**config.mk**
```make
export PLATFORM = sky130hd
export DESIGN_NAME = seq_pattern_tx_flat
export DESIGN_NICKNAME = d
export VERILOG_FILES = /design/src/rtl/seq_fsm_pkg.sv /design/src/rtl/seq_pattern_tx_if.sv /design/src/rtl/pat_shift_reg.sv /design/src/rtl/seq_pattern_tx.sv /design/src/flat_wrapper.sv
export SDC_FILE = /design/constraint.sdc
export NUM_CORES = 1
export LEC_CHECK = 0
export ABC_AREA = 1
export CORE_UTILIZATION = 51
export DETAILED_ROUTE_END_ITERATION = 12
export GPL_TIMING_DRIVEN = 0
export HOLD_SLACK_MARGIN = 0.06
export PLACE_DENSITY_LB_ADDON = 0.15
export SLEW_MARGIN = 10
export SYNTH_ARGS = -nofsm -noshare
export SYNTH_HDL_FRONTEND = slang
export SYNTH_SLANG_ARGS = --single-unit
```
**constraint.sdc**
```tcl
create_clock -name clk -period 1.95 [get_ports clk]
set_input_delay 0.39 -clock clk [delete_from_list [all_inputs] [get_ports clk]]
set_output_delay 0.39 -clock clk [all_outputs]
set_load 0.05 [all_outputs]
```
**src/rtl/seq_fsm_pkg.sv**
```systemverilog
// Shared FSM state encoding for the serial pattern transmitter and the sequence detectors.
package seq_fsm_pkg;

    localparam int unsigned STATE_W = 2;

    typedef enum logic [STATE_W-1:0] {
        IDLE  = 2'b00,
        SHIFT = 2'b01,
        GAP   = 2'b10,
        DONE  = 2'b11
    } state_e;

endpackage

```
**src/rtl/seq_pattern_tx_if.sv**
```systemverilog
// Request/serial-output bundle for seq_pattern_tx; master drives requests, slave is the transmitter.
interface seq_pattern_tx_if #(
    parameter int unsigned PAT_W = 3,
    parameter int unsigned CNT_W = 4
);
    logic             start;
    logic [PAT_W-1:0] pattern;
    logic [CNT_W-1:0] repeat_n;
    logic             x_out;
    logic             valid;
    logic             busy;
    logic             done;
    logic [1:0]       statereg;

    modport master (
        output start, pattern, repeat_n,
        input  x_out, valid, busy, done, statereg
    );

    modport slave (
        input  start, pattern, repeat_n,
        output x_out, valid, busy, done, statereg
    );
endinterface

```
**src/rtl/pat_shift_reg.sv**
```systemverilog
// Loadable MSB-first shift register with a held copy of the pattern and a down-counting bit index.
module pat_shift_reg #(
    parameter int unsigned PAT_W = 3
) (
    input  logic             clk,
    input  logic             reset_n,
    input  logic             load,
    input  logic             reload,
    input  logic             shift,
    input  logic [PAT_W-1:0] pattern,
    output logic             msb,
    output logic             bit_zero
);
    localparam int unsigned BitCntW = $clog2(PAT_W);
    localparam logic [BitCntW-1:0] LastBit = BitCntW'(PAT_W - 1);

    logic [PAT_W-1:0]   shreg;
    logic [PAT_W-1:0]   held;
    logic [BitCntW-1:0] bit_cnt;

    always_ff @(posedge clk) begin
        if (!reset_n) begin
            shreg   <= '0;
            held    <= '0;
            bit_cnt <= '0;
        end else if (load) begin
            shreg   <= pattern;
            held    <= pattern;
            bit_cnt <= LastBit;
        end else if (reload) begin
            shreg   <= held;
            bit_cnt <= LastBit;
        end else if (shift) begin
            shreg   <= {shreg[PAT_W-2:0], 1'b0};
            bit_cnt <= bit_cnt - BitCntW'(1);
        end
    end

    assign msb      = shreg[PAT_W-1];
    assign bit_zero = (bit_cnt == '0);
endmodule

```
**src/rtl/seq_pattern_tx.sv**
```systemverilog
// Serial pattern transmitter: sends a PAT_W-bit pattern MSB first, repeat_n+1 times, then pulses done.
// Define SEQ_PATTERN_TX_GAP_EN to insert one GAP cycle between repetitions.
module seq_pattern_tx
    import seq_fsm_pkg::*;
#(
    parameter int unsigned PAT_W = 3,
    parameter int unsigned CNT_W = 4
) (
    input logic             clk,
    input logic             reset_n,
    seq_pattern_tx_if.slave bus
);
    state_e           state;
    logic [CNT_W-1:0] rep_cnt;
    logic             load;
    logic             reload;
    logic             shift;
    logic             msb;
    logic             bit_zero;

    assign load   = (state == IDLE) && bus.start;
    assign reload = (state == SHIFT) && bit_zero && (rep_cnt != '0);
    assign shift  = (state == SHIFT) && !reload;

    pat_shift_reg #(
        .PAT_W(PAT_W)
    ) u_shift (
        .clk     (clk),
        .reset_n (reset_n),
        .load    (load),
        .reload  (reload),
        .shift   (shift),
        .pattern (bus.pattern),
        .msb     (msb),
        .bit_zero(bit_zero)
    );

    always_ff @(posedge clk) begin
        if (!reset_n) begin
            state   <= IDLE;
            rep_cnt <= '0;
        end else begin
            unique case (state)
                IDLE: begin
                    if (bus.start) begin
                        rep_cnt <= bus.repeat_n;
                        state   <= SHIFT;
                    end
                end
                SHIFT: begin
                    if (bit_zero) begin
                        if (rep_cnt == '0) begin
                            state <= DONE;
                        end else begin
                            rep_cnt <= rep_cnt - CNT_W'(1);
`ifdef SEQ_PATTERN_TX_GAP_EN
                            state   <= GAP;
`else
                            state   <= SHIFT;
`endif
                        end
                    end
                end
`ifdef SEQ_PATTERN_TX_GAP_EN
                GAP:  state <= SHIFT;
`else
                // Unreachable in this build; recover to IDLE if ever entered.
                GAP:  state <= IDLE;
`endif
                DONE: state <= IDLE;
            endcase
        end
    end

    assign bus.valid    = (state == SHIFT);
    assign bus.x_out    = (state == SHIFT) && msb;
    assign bus.busy     = (state != IDLE);
    assign bus.done     = (state == DONE);
    assign bus.statereg = state;
endmodule

```
**src/flat_wrapper.sv**
```systemverilog
// flat-port wrapper written by rule: the top's interface ports become plain ports
module seq_pattern_tx_flat import seq_fsm_pkg::*;
#(
    parameter int unsigned PAT_W = 3,
    parameter int unsigned CNT_W = 4
)
  (clk, reset_n, bus_start, bus_pattern, bus_repeat_n, bus_x_out, bus_valid, bus_busy, bus_done, bus_statereg);
  seq_pattern_tx_if #(.PAT_W(PAT_W), .CNT_W(CNT_W)) bus_i ();
  input logic clk;
  input logic reset_n;
  input wire logic [$bits(bus_i.start)-1:0] bus_start;
  input wire logic [$bits(bus_i.pattern)-1:0] bus_pattern;
  input wire logic [$bits(bus_i.repeat_n)-1:0] bus_repeat_n;
  output wire logic [$bits(bus_i.x_out)-1:0] bus_x_out;
  output wire logic [$bits(bus_i.valid)-1:0] bus_valid;
  output wire logic [$bits(bus_i.busy)-1:0] bus_busy;
  output wire logic [$bits(bus_i.done)-1:0] bus_done;
  output wire logic [$bits(bus_i.statereg)-1:0] bus_statereg;
  assign bus_i.start = bus_start;
  assign bus_i.pattern = bus_pattern;
  assign bus_i.repeat_n = bus_repeat_n;
  assign bus_x_out = bus_i.x_out;
  assign bus_valid = bus_i.valid;
  assign bus_busy = bus_i.busy;
  assign bus_done = bus_i.done;
  assign bus_statereg = bus_i.statereg;
  seq_pattern_tx #(.PAT_W(PAT_W), .CNT_W(CNT_W)) u_core (.clk(clk), .reset_n(reset_n), .bus(bus_i));
endmodule
```
# Yosys cells after proc, flatten, opt, wreduce, memory -nomap -nowiden
# Index checks and enable logic that the tools add are counted.
[classes]
n_mul = 0
mux = 14
n_addsub = 2
n_shift = 0
reduce_logical = 17
order_cmp = 0
n_eq_ne = 6
bitwise_logic = 1
n_div = 0
[op_table]
columns = ["op", "count"]
rows = [
  ["2-bit two-way mux", 6],
  ["4-bit two-way mux", 3],
  ["3-bit two-way mux", 3],
  ["4-bit one-hot mux with 2 select lines", 1],
  ["2-bit one-hot mux with 3 select lines", 1],
  ["1-bit logical AND", 5],
  ["2-bit == test (second input constant)", 2],
  ["2-bit logical NOT", 2],
  ["4-bit logical NOT", 1],
  ["2-bit != test (second input constant)", 2],
  ["4-bit AND reduction", 1],
  ["2-bit nonzero test", 2],
  ["4-bit nonzero test", 1],
  ["4-bit by 1-bit subtractor with 4-bit output (second input constant)", 1],
  ["3-bit nonzero test", 1],
  ["3-bit OR reduction", 1],
  ["2-bit by 1-bit == test with 1-bit output (second input constant)", 1],
  ["2-bit by 1-bit != test with 1-bit output (second input constant)", 1],
  ["2-bit AND reduction", 1],
  ["2-bit OR reduction", 1],
  ["2-bit by 1-bit subtractor with 2-bit output (second input constant)", 1],
  ["1-bit logical NOT", 1],
  ["1-bit inverter", 1],
]
[word_totals]
input_bits = 10
wordCells = 46
mem_count = 0
ramBits = 0
register_bits = 14
mem_bits_ro = 0
latch_bits = 0

# Longest topological paths before layout
# Gate-level depths: netlist (run 1).
[depth]
ltp_word = 8
depth_mapped = 8
depth_no_buf = 8

# Hierarchy
# From an unflattened synthesis (run 1), not the netlist that was laid out.
[unflattened]
hier_cells = 123
hier_area_um2 = 804.5
[modules_own_cells]
columns = ["module", "cells_each", "instances", "seq_area_each_um2", "area_each_um2"]
rows = [
  ["seq_pattern_tx", 66, 1, 120.1, 419.2],
  ["pat_shift_reg", 57, 1, 160.2, 385.4],
]

# Worst setup path before layout (run 1)
# Ideal clock, no wire load.
[synth_path]
path_type = "flip-flop to output port"
startpoint = "register u_core.state[0] (netlist: u_core.bus.statereg[0])"
endpoint = "output bus_x_out"
stages_incl_launch_ff = 3
arrival_ns = 1.657
path_slack_ns = -0.097
t_required_ns = 1.560
cell_sequence = "dfxtp_1 nand2_1 nor2_1"
[synth_via]
elab_chain_len = 2
[synth_rtl]
columns = ["item", "line_no", "rtl"]
rows = [
  ["from (decl)", "seq_pattern_tx.sv:13", "state_e state;"],
  ["from (signal assigned)", "seq_pattern_tx.sv:40", "state <= IDLE;"],
  ["from (signal assigned)", "seq_pattern_tx.sv:47", "state <= SHIFT;"],
  ["from (signal assigned)", "seq_pattern_tx.sv:53", "state <= DONE;"],
  ["2-bit by 1-bit == test with 1-bit output", "seq_pattern_tx.sv:76", "assign bus.x_out = (state == SHIFT) && msb;"],
  ["1-bit logical AND", "seq_pattern_tx.sv:76", ""],
  ["to (decl)", "flat_wrapper.sv:14", "output wire logic [$bits(bus_i.x_out)-1:0] bus_x_out;"],
]
# Every way passes these cells.

# Worst setup path after layout (run 1)
# Same ends and word-level chain as after synthesis.

==> results.md, run 1 <==
* Status: complete, no violations
* Post-synthesis sequential area ratio at 39.5%
* # rows at 13
* Die height at between 30 and 40 um
* First-pass GRT wire length at 2460 um
* Period minus WS final at 1850 ps
* Total Nets Final at around 140
* Core ar. at 0.00130 mm^2
* CTS Buffer Depth at 2
* Gate Count Post-Synth at 106
* Initial core utilization at 54.5%
* RePlAce Congestion at 0.796
* CP Data Required Time at 1560 ps
* Number of diodes at 0
* Hpwl dp at 1140 um
* DR DRC count at 0
* Number of cells after detailed placement at 136
* CTS H-tree depth at 1
* Pleak at about 0.45 nW
* Initial antenna violation count at 0
* Hold Fails Final Rpt at 0
* DR WL/cell at between 10 and 15 um
* Warnings from Yosys at 0
* Pwr dens at a little under 900 mW/mm^2
* Worst-path fanout max at 7
* Post-DR vias/cell at roughly 5.0
* Slew HR at about 67%
* Power Total at 0.810 mW
* Clock latency on the worst-skew pair at 290 ps
* Die Area at 0.00154 mm^2
* Unrepaired setup endpoints after global routing: false
* Gr usage total at 24.2%
* ANT nets after route at 0
* GRT overflow at 0
* Count of routing violations after the opening detailed-route iteration at 17
* Most common cell after layout, fill and taps aside: nand2_1
* Worst setup path class: register to primary output
* Final setup viols at 0
* Synth Register Bits at 14
* Worst min path class: register to register
* Die W at slightly below 40 um
* Max Slew Vio Count at 0
* Data arrival, critical path at between 1000 and 1500 ps
* PortBufs at 15
* F_max at 540 MHz
* Synth-to-layout area growth at 28.6%
* Clock sinks at 14
* Syn_nets at 118
* Worst setup SP type: register
* Routed via count at 693
* Worst-margin pin slew at around 500 ps
* Layout Cells excl Fill at 140
* Number of I/O pins at 16
* Max Cap Viol at 0
* Layout cell share with drive strength beyond 1 at 8.80%
* Critical path capture point type: primary output
* Synth cell types at 18
* Period utilization at 95.0%
* Most frequent cells in the layout: nand2_1, inv_1, dfxtp_1, nor2_1, clkdlybuf4s50_1
* Largest net degree at the start of global routing at 9
* Vias in the first global route at 594
* CTS tree: yes
* Clk_skew at 2.99 ps
* Worst-path clk slew at 80 ps
* First-pass detailed-route iteration total at 4
* VDD IR-drop max at 673 uV
* Post-Syn Area at 709 um^2
* Detailed Route WL at 1550 um
* Synthesized area per cell at 6.69 um^2
* CTS root buf: clkbuf_4
* CTS buffer count at 3
final cells by class:
cell class | count | area (um^2)
Tap cell | 15 | 18.8
Multi-Input combinational cell | 70 | 349
Clock buffer | 4 | 36.3
Timing Repair Buffer | 15 | 145
Inverter | 22 | 82.6
Fill cell | 106 | 389
Sequential cell | 14 | 280
worst paths after layout:
check / endpoint / start / slack [ps] / depth (start not counted)
min reg2reg: u_core.u_shift.held[1] / u_core.u_shift.held[1] / 490 / 2
max: bus_x_out / u_core.bus.statereg[0] / 100 / 3
min: u_core.u_shift.held[1] / u_core.u_shift.held[1] / 490 / 2
max reg2reg: u_core.u_shift.shreg[1] / u_core.rep_cnt[0] / 590 / 7
metal layers:
metal / vias up / global-route usage (%) / share of wire [%]
met1: 299 / 28.8 / 49
met3: 4 / 5.11 / 4.3
met2: 17 / 40.0 / 45
met5: - / 0 / 0
met4: 0 / 12.9 / 2.1
li1: 373 / - / -
through the flow:
step                TNS, ps  util [%]  cell area, um^2  hold WS [ps]  setup slack [ps]
floorplan                 0         -              712           445               117
global placement      -32.1      67.7              881           466             -32.1
detailed placement    -32.0      67.7              881           476             -32.0
CTS                       0      70.2              913           489             0.392
global route              0      70.1              912           498              3.04
finish                    0      70.1              912           491              97.8
power by group:
| part | internal, mW | switching [mW] | total [mW] | leakage [nW] |
|---|---|---|---|---|
| clock | 0.114 | 0.100 | 0.214 | 0.0210 |
| sequential | 0.318 | 0.0206 | 0.339 | 0.115 |
| combinational | 0.0892 | 0.168 | 0.258 | 0.311 |
cell families after synthesis:
logic type      Yosys count  synth area share, %
compound gates           19                 14.1
xor+xnor                  1                 1.23
fa+ha+maj                 2                 3.53
buf+inv                  22                 11.6
flops                    14                 39.5
simple gates             48                 30.0
synth_stat cells:
master,number,share of area (%)
a21oi_1,6,4.2
a31oi_1,2,1.8
dfxtp_1,14,40
ha_1,2,3.5
inv_1,21,11
inv_2,1,0.53
nand2_1,24,13
nand2_2,1,0.88
nand3_1,8,5.6
nand3_2,1,1.4
nand4_1,1,0.88
nor2_1,11,5.8
nor2_4,1,1.6
nor3b_1,1,1.1
o21ai_0,7,4.9
o21ai_1,2,1.4
o22ai_1,2,1.8
xor2_1,1,1.2
registers in the layout, summed over array words and instances, names as in the netlist:
name,count
u_core.rep_cnt,4
u_core.u_shift.shreg,3
u_core.u_shift.held,3
u_core.u_shift.bit_cnt,2
u_core.bus.statereg,2
repair_timing:
action | CTS | global route
setup endpoints to repair | 5 | 2
gates cloned | 0 | 0
buffers inserted | 0 | 0
hold buffers | 0 | 0
resized for setup | 7 | 3
critical path, stage by stage (launching register included):
cell	delay, ps
dfxtp_1	440
nand2_1	230
nor2_2	130
clkdlybuf4s15_2	370
No activity file was read; power rests on OpenSTA's default activity.
==> inputs of run 2 (changes only) <==
CAP_MARGIN = 0   (was not set)
==> results of run 2 <==
Final layout, timing and power as in run 1 (identical DEF).
